## src/rtl/debounce_pkg.sv

```systemverilog
// Shared FSM state encoding for the multi-channel debouncer.
// Used by debounce_chan and debounce_multi.
package debounce_pkg;

  localparam int STATE_W = 2;

  typedef enum logic [STATE_W-1:0] {
    ZERO  = 2'b00,
    WAIT0 = 2'b01,
    ONE   = 2'b10,
    WAIT1 = 2'b11
  } state_e;

endpackage

```

## src/rtl/debounce_chan.sv

```systemverilog
// One debounce channel: synchroniser, level/tick FSMD, optional hold counter.
// Long-press tick is built only when DEBOUNCE_LONGPRESS_EN is defined.
module debounce_chan
  import debounce_pkg::*;
#(
  parameter int SYNC_STAGES = 2,
  parameter int DB_CYCLES   = 1000000,
  parameter int CNT_W       = $clog2(DB_CYCLES + 1),
  parameter int LP_CYCLES   = 50000000,
  parameter int LP_W        = $clog2(LP_CYCLES + 1)
) (
  input  logic clk,
  input  logic reset_n,
  input  logic sw,
  output logic db_level,
  output logic rise_tick,
  output logic fall_tick,
  output logic long_tick
);

  localparam logic [CNT_W-1:0] DB_LOAD = CNT_W'(DB_CYCLES - 1);

  if (SYNC_STAGES < 2 || DB_CYCLES < 1 || LP_CYCLES < 1 || LP_W < 1)
  begin : g_bad_param
    $error("debounce_chan: illegal parameter value");
  end

  logic [SYNC_STAGES-1:0] sync;
  logic                   sw_s;
  state_e                 state;
  logic [CNT_W-1:0]       cnt;
  logic                   to_one;
  logic                   to_zero;

  always_ff @(posedge clk or negedge reset_n) begin
    if (!reset_n) sync <= '0;
    else          sync <= {sync[SYNC_STAGES-2:0], sw};
  end

  assign sw_s    = sync[SYNC_STAGES-1];
  assign to_one  = (state == WAIT1) && sw_s && (cnt == '0);
  assign to_zero = (state == WAIT0) && !sw_s && (cnt == '0);

  always_ff @(posedge clk or negedge reset_n) begin
    if (!reset_n) begin
      state     <= ZERO;
      cnt       <= '0;
      db_level  <= 1'b0;
      rise_tick <= 1'b0;
      fall_tick <= 1'b0;
    end else begin
      rise_tick <= 1'b0;
      fall_tick <= 1'b0;
      unique case (state)
        ZERO: begin
          if (sw_s) begin
            state <= WAIT1;
            cnt   <= DB_LOAD;
          end
        end
        WAIT1: begin
          if (!sw_s) begin
            state <= ZERO;
          end else if (cnt != '0) begin
            cnt <= cnt - 1'b1;
          end else begin
            state     <= ONE;
            db_level  <= 1'b1;
            rise_tick <= 1'b1;
          end
        end
        ONE: begin
          if (!sw_s) begin
            state <= WAIT0;
            cnt   <= DB_LOAD;
          end
        end
        WAIT0: begin
          if (sw_s) begin
            state <= ONE;
          end else if (cnt != '0) begin
            cnt <= cnt - 1'b1;
          end else begin
            state     <= ZERO;
            db_level  <= 1'b0;
            fall_tick <= 1'b1;
          end
        end
        default: state <= ZERO;
      endcase
    end
  end

`ifdef DEBOUNCE_LONGPRESS_EN
  localparam logic [LP_W-1:0] LP_MAX = LP_W'(LP_CYCLES);
  localparam logic [LP_W-1:0] LP_PRE = LP_W'(LP_CYCLES - 1);

  logic [LP_W-1:0] hold;
  logic            held;

  // WAIT0 still counts: the press is not over until the fall completes
  assign held = (state == ONE) || (state == WAIT0);

  always_ff @(posedge clk or negedge reset_n) begin
    if (!reset_n) begin
      hold      <= '0;
      long_tick <= 1'b0;
    end else begin
      long_tick <= 1'b0;
      if (to_one || to_zero) begin
        hold <= '0;
      end else if (held && hold != LP_MAX) begin
        hold      <= hold + 1'b1;
        long_tick <= (hold == LP_PRE);
      end
    end
  end
`else
  logic unused_tr;
  assign unused_tr = to_one ^ to_zero;
  assign long_tick = 1'b0;
`endif

endmodule

```

## src/rtl/debounce_multi.sv

```systemverilog
// N-channel switch debouncer: NCH independent channels plus a registered any_tick.
// Optional long-press ticks via DEBOUNCE_LONGPRESS_EN.
module debounce_multi
  import debounce_pkg::*;
#(
  parameter int NCH         = 4,
  parameter int SYNC_STAGES = 2,
  parameter int DB_CYCLES   = 1000000,
  parameter int CNT_W       = $clog2(DB_CYCLES + 1),
  parameter int LP_CYCLES   = 50000000,
  parameter int LP_W        = $clog2(LP_CYCLES + 1)
) (
  input  logic           clk,
  input  logic           reset_n,
  input  logic [NCH-1:0] sw,
  output logic [NCH-1:0] db_level,
  output logic [NCH-1:0] rise_tick,
  output logic [NCH-1:0] fall_tick,
  output logic [NCH-1:0] long_tick,
  output logic           any_tick
);

  for (genvar i = 0; i < NCH; i++) begin : g_chan
    debounce_chan #(
      .SYNC_STAGES (SYNC_STAGES),
      .DB_CYCLES   (DB_CYCLES),
      .CNT_W       (CNT_W),
      .LP_CYCLES   (LP_CYCLES),
      .LP_W        (LP_W)
    ) u_chan (
      .clk       (clk),
      .reset_n   (reset_n),
      .sw        (sw[i]),
      .db_level  (db_level[i]),
      .rise_tick (rise_tick[i]),
      .fall_tick (fall_tick[i]),
      .long_tick (long_tick[i])
    );
  end

  always_ff @(posedge clk or negedge reset_n) begin
    if (!reset_n) any_tick <= 1'b0;
    else          any_tick <= |(rise_tick | fall_tick);
  end

endmodule
```

## config.mk

```make
export PLATFORM = sky130hd
export DESIGN_NAME = debounce_multi
export DESIGN_NICKNAME = d
export VERILOG_FILES = /design/src/rtl/debounce_pkg.sv /design/src/rtl/debounce_chan.sv /design/src/rtl/debounce_multi.sv
export SDC_FILE = /design/constraint.sdc
export NUM_CORES = 1
export LEC_CHECK = 0
export ABC_AREA = 1
export CAP_MARGIN = 20
export CORE_MARGIN = 3
export CORE_UTILIZATION = 58
export CTS_BUF_LIST = sky130_fd_sc_hd__clkbuf_8
export DETAILED_ROUTE_END_ITERATION = 8
export PLACE_DENSITY = 0.86
export SLEW_MARGIN = 40
export SYNTH_ARGS = -nofsm -noshare
export SYNTH_HDL_FRONTEND = slang
export SYNTH_SLANG_ARGS = --single-unit
```

## constraint.sdc

```tcl
create_clock -name clk -period 1.8 [get_ports clk]
set_clock_uncertainty 0.1 [all_clocks]
set_input_delay 0.36 -clock clk [delete_from_list [all_inputs] [get_ports clk]]
set_output_delay 0.36 -clock clk [all_outputs]
set_load 0.03 [all_outputs]
```

* Word level (Yosys, flattened, before mapping)
Index checks and enable logic that the tools add are counted.
Cells by class: add/subtract/negate cells 4, bitwise gates (word level) 1, mux-type cells 92, reductions and logical operators 25, eq/ne operators 44
Operator list (count):
- $mux 20 | 20
- $pmux 20 s4 | 4
- $reduce_bool 20->1 | 4
- $sub 20x1->20 const B | 4
- $mux 2 | 24
- $mux 1 | 36
- $ne 2x2->1 const B | 16
- $pmux 2 s4 | 4
- $reduce_and 4->1 | 8
- $reduce_and 5->1 | 4
- $eq 2x2->1 const B | 8
- $ne 2x1->1 const B | 8
- $ne 3x2->1 const B | 4
- $ne 3x3->1 const B | 4
- $eq 2x1->1 const B | 4
- $logic_not 2->1 | 4
- $pmux 1 s2 | 4
- $reduce_bool 2->1 | 4
- $or 4x4->4 | 1
- $reduce_or 4->1 | 1
Word-level totals: bits of input ports 6, bits in registers 109

* Depth between registers and ports, before layout
depth after elaboration 4, gate-level depth with buffers 10, mapped depth without buffers 10

* Hierarchy
From an unflattened synthesis, not the netlist that was laid out.
Second synthesis, totals: cell total of the unflattened synthesis 982, area, all modules 6836.6 um^2
By module, submodules not included:
- debounce_chan at g_chan[1].u_chan ... | cells an instance 230, instances 2, sequential area each 675.6 um^2, area an instance 1651.6 um^2
- debounce_chan at g_chan[3].u_chan | cells an instance 254, instances 1, sequential area each 675.6 um^2, area an instance 1765.4 um^2
- debounce_chan at g_chan[0].u_chan | cells an instance 252, instances 1, sequential area each 675.6 um^2, area an instance 1686.6 um^2
- debounce_multi | cells an instance 16, instances 1, sequential area each 25.0 um^2, area an instance 81.3 um^2

* Worst setup path after synthesis
OpenSTA, ideal clock, no wires.
path type reg-to-reg, from reg g_chan[1].u_chan.cnt[0], to reg g_chan[1].u_chan.cnt[4], path slack 0.141 ns, cell stages (with the launch flop) 11, buffers on the path 1, period minus slack after synthesis 1.659 ns, library setup time 0.120 ns, arrival 1.440 ns, data required time 1.580 ns, path through dfrtp_1 > inv_1 > ha_1 > nand3_1 > nor2_4 > nand3_4 > nand2_4 > nand2_4 > buf_6 > o21ai_2 > nand2_1
On the way: longest elaborated chain between the ends 4
RTL lines:
- start, declared | RTL line debounce_chan.sv:31 | logic [CNT_W-1:0] cnt;
- start signal, assigned | RTL line debounce_chan.sv:65 | cnt <= cnt - 1'b1;
- start signal, assigned | RTL line debounce_chan.sv:82 | cnt <= cnt - 1'b1;
- $sub 20x1->20 or $reduce_bool 20->1 (tied branches)
- $mux 20 * | RTL line debounce_chan.sv:64, debounce_chan.sv:81
- $mux 20 (on tied branches) | RTL line debounce_chan.sv:79, debounce_chan.sv:62
- $pmux 20 s4 * | RTL line debounce_chan.sv:54 | unique case (state)
Every way passes the cells marked *; elsewhere a longest branch is shown, timed or not. The select of a mux whose other input is x is not followed. A chain may end at the register's enable or synchronous reset.

* Worst setup path in the final report
from reg g_chan[2].u_chan.cnt[0], to reg g_chan[2].u_chan.cnt[13]
On the way: longest elaborated chain between the ends 4
RTL lines (RTL line):
- start, declared | debounce_chan.sv:31
- start signal, assigned | debounce_chan.sv:65
- start signal, assigned | debounce_chan.sv:82
- $sub 20x1->20 or $reduce_bool 20->1 (tied branches)
- $mux 20 * | debounce_chan.sv:64, debounce_chan.sv:81
- $mux 20 (on tied branches) | debounce_chan.sv:79, debounce_chan.sv:62
- $pmux 20 s4 * | debounce_chan.sv:54
Marked as above.

==> results.txt <==
layout cells sized above 1 = 15.9%
Flop pwr share = 39.1%
Worst path slowest cell = dfrtp_1
worst reg2reg path startpoint = g_chan[2].u_chan.cnt[0]$_DFFE_PN0P_
max frequency = 564 MHz
EDFF count, synth = 0
top cells by area, synth = dfrtp_1, nand2_1, nand3_1, nor2_1, inv_1
switching pwr = 4.22 mW
CP most frequent cell = nand2_1
R2R Setup Slk = 0.03 ns
Synth cell types = 35
Total Power = 9.29 mW
type of origin of the critical path = flip-flop
GPL Wtd Cong = 0.935
dominant cell type by area after synthesis = dfrtp_1
via count = 6323
worst hold path type = reg2reg
Min-Delay Endpoint = g_chan[3].u_chan.sync[1]$_DFF_PN0_
flops & latches, synth = 109
hpwl dp = 10.9 mm
Clock power frac = 16.0%
Worst Setup End Kind = flip-flop
Critical Path AT = 1.97 ns
Die Footprint = 13200 µm²
Tmin final = 1.77 ns
Min-Delay Startpoint = g_chan[3].u_chan.sync[0]$_DFF_PN0_
TritonRoute pass-1 iters = 5
ANT nets after route = 0
max incr delay on CP = 0.42 ns
Commonest cells post-synth = nand2_1, nor2_1, nand3_1, dfrtp_1, inv_1
fin area = 7690 µm²
Hold Crit Depth = 0
Post-DP Area = 7270 µm²
starting density of the core = 59.7%
Skew-Pair Late Insertion Delay = 0.41 ns
post-synthesis sequential area ratio = 39.7%
Area growth syn-to-layout = 11.9%
Tcrit/Tclk final = 98.5%
Leak = 3.91 nW
fillcell total = 947
# port buffers = 18
Mapped Area = 6870 µm²
Reg area = 2730 µm²
Comb power frac = 44.9%
first-pass GRT wire length = 26.0 mm
Fin. Hold Viols = 0
CTS buffer count = 9
CP cell instances = inv_2 > ha_2 > nand2_1 > nor2_2 > nand3_2 > nand2_4 > buf_4 > inv_1 > nand3b_1 > nand2_1
pin count of the biggest net entering global routing = 32
Power per Cell Area = 1210 nW/µm²
Avg WL per Cell = 13.8 µm
Final Routed Wirelength = 16.0 mm
instance count of the mapped netlist = 974
row count = 39
Switching Fraction = 45.5%
Die Wd = 115 µm
RSZ-0062 raised after global routing = true
DRC viols = 0
critical path peak fanout = 4
CP required = 2.00 ns
CTS tree = done
reg2reg end = g_chan[2].u_chan.cnt[13]$_DFFE_PN0P_
count leader, synth = nand2_1
via/cell ratio = 5.44
total grt overflow = 0
Slew Limit Fails = 0
initial antenna violation count = 0
Synth top area share = 39.7%
fraction of registers with async set/reset = 100%
nets = 1028
CTS H-tree depth = 3
vias in the first global route = 5830
status = completed
clk slew on worst S/H paths = 0.12 ns
ant diodes = 0
Synth warnings = 0
mean area per synthesized cell = 7.06 µm²
Final Util = 66.7%
Die Y-Extent = 115 µm
kind of critical path = reg2reg
CTS root buf = clkbuf_8
initial DRC count = 425
internal power = 5.07 mW
Register-to-Register Path Depth = 10
CTS Sinks = 109
GR Util All Layers = 24.0%
area of the multi-input gates = 3690 µm²
Longest Clk Path Bufs = 2
peak supply drop = 0.00114 V
top_reg_cell synth = dfrtp_1
total of max-cap violations = 0
Final Setup Violations = 0
core area = 11500 µm²
IO Count = 23
==> layout make-up <==
type	count	share of cell area, %
multi-input combinational	742	48.0
sequential	109	35.5
timing repair buffer	64	7.37
inverter	88	4.33
tap	143	2.33
clock buffer	10	1.79
clock inverter	6	0.700
==> power by group through the flow <==
stage	logic, mW	registers (mW)	clock network (mW)
2_1_floorplan	2.98	3.51	0
3_5_place_dp	3.89	3.63	0
4_1_cts	3.94	3.60	1.52
6_report	4.17	3.63	1.49
5_1_grt	4.69	3.70	1.64
3_3_place_gp	3.74	3.63	0
==> critical path: cells and delay by family (launching register included) <==
kind / cells / cell delay, ns
buffers and inverters: 3 / 0.32
and+or+nand+nor: 6 / 0.65
adders and majority gates: 1 / 0.19
DFF: 1 / 0.42
==> sequential cells by signal, summed over array words and instances (netlist names) <==
| register | count |
|---|---|
| any_tick | 1 |
| g_chan.u_chan.cnt | 80 |
| g_chan.u_chan.db_level | 4 |
| g_chan.u_chan.fall_tick | 4 |
| g_chan.u_chan.rise_tick | 4 |
| g_chan.u_chan.state | 8 |
| g_chan.u_chan.sync | 8 |
==> cells by family after synthesis <==
family	share of synthesized area, %
fa+ha+maj	1.46
buf+inv	9.05
other cells	0.0546
compound gates	4.35
flops	39.7
simple gates	43.2
xor+xnor	2.17
==> cell usage in the layout, fill, tap and decap left out, types with 5 or more instances in the layout <==
cell,count
nand2_2,10
nand2_8,6
xnor2_1,7
nand4_1,18
o21ai_0,8
nand2_1,318
buf_4,41
nor2_1,142
ha_1,5
dfrtp_1,108
clkbuf_8,10
nand2_4,5
dlygate4sd2_1,13
nand3b_1,7
xor2_1,10
nor2_2,24
o21ai_2,24
inv_1,79
nand3_1,123
inv_2,8
==> how the worst max path moves through the flow <==
stage | depth (start not counted) | from | to
2_1_floorplan | 10 | g_chan[1].u_chan.cnt[0]$_DFFE_PN0P_ | g_chan[1].u_chan.cnt[4]$_DFFE_PN0P_
3_3_place_gp | 10 | g_chan[2].u_chan.cnt[0]$_DFFE_PN0P_ | g_chan[2].u_chan.cnt[19]$_DFFE_PN0P_
3_5_place_dp | 9 | g_chan[0].u_chan.cnt[1]$_DFFE_PN0P_ | g_chan[0].u_chan.cnt[15]$_DFFE_PN0P_
4_1_cts | 10 | g_chan[2].u_chan.cnt[0]$_DFFE_PN0P_ | g_chan[2].u_chan.cnt[19]$_DFFE_PN0P_
5_1_grt | 9 | g_chan[0].u_chan.cnt[1]$_DFFE_PN0P_ | g_chan[0].u_chan.cnt[13]$_DFFE_PN0P_
6_report | 10 | g_chan[2].u_chan.cnt[0]$_DFFE_PN0P_ | g_chan[2].u_chan.cnt[13]$_DFFE_PN0P_
==> through the flow <==
| stage | instances | TNS, ns | hold slack [ns] | setup WS [ns] |
|---|---|---|---|---|
| 2_1_floorplan | 977 | 0 | -0.0356 | 0.141 |
| 3_3_place_gp | 1135 | -0.0341 | 0.200 | -0.0119 |
| 3_5_place_dp | 1135 | -1.61 | 0.205 | -0.0560 |
| 4_1_cts | 1152 | 0 | 0.246 | 0.00317 |
| 5_1_grt | 1162 | -0.749 | 0.262 | -0.0515 |
| 6_report | 1162 | 0 | 0.240 | 0.0266 |
==> routing by layer <==
| metal | vias up | wire, µm | share of wire, % | track usage, % |
|---|---|---|---|---|
| li1 | 3142 | - | - | - |
| met1 | 2952 | 6930 | 43 | 31.9 |
| met2 | 199 | 7700 | 48 | 39.3 |
| met3 | 30 | 1030 | 6.5 | 5.21 |
| met4 | 0 | 343 | 2.1 | 8.06 |
| met5 | - | 0 | 0 | 0 |
==> timing repair <==
action                                  CTS  global route
endpoints found under the setup margin   83            78
endpoints found under the hold margin    21             0
pin swaps                                 0            10
buffers inserted                          0             7
gates resized for setup                  21            32
hold buffers                              1             0
gates cloned                              0             3
Note: power is estimated with default switching activity, not from simulation.
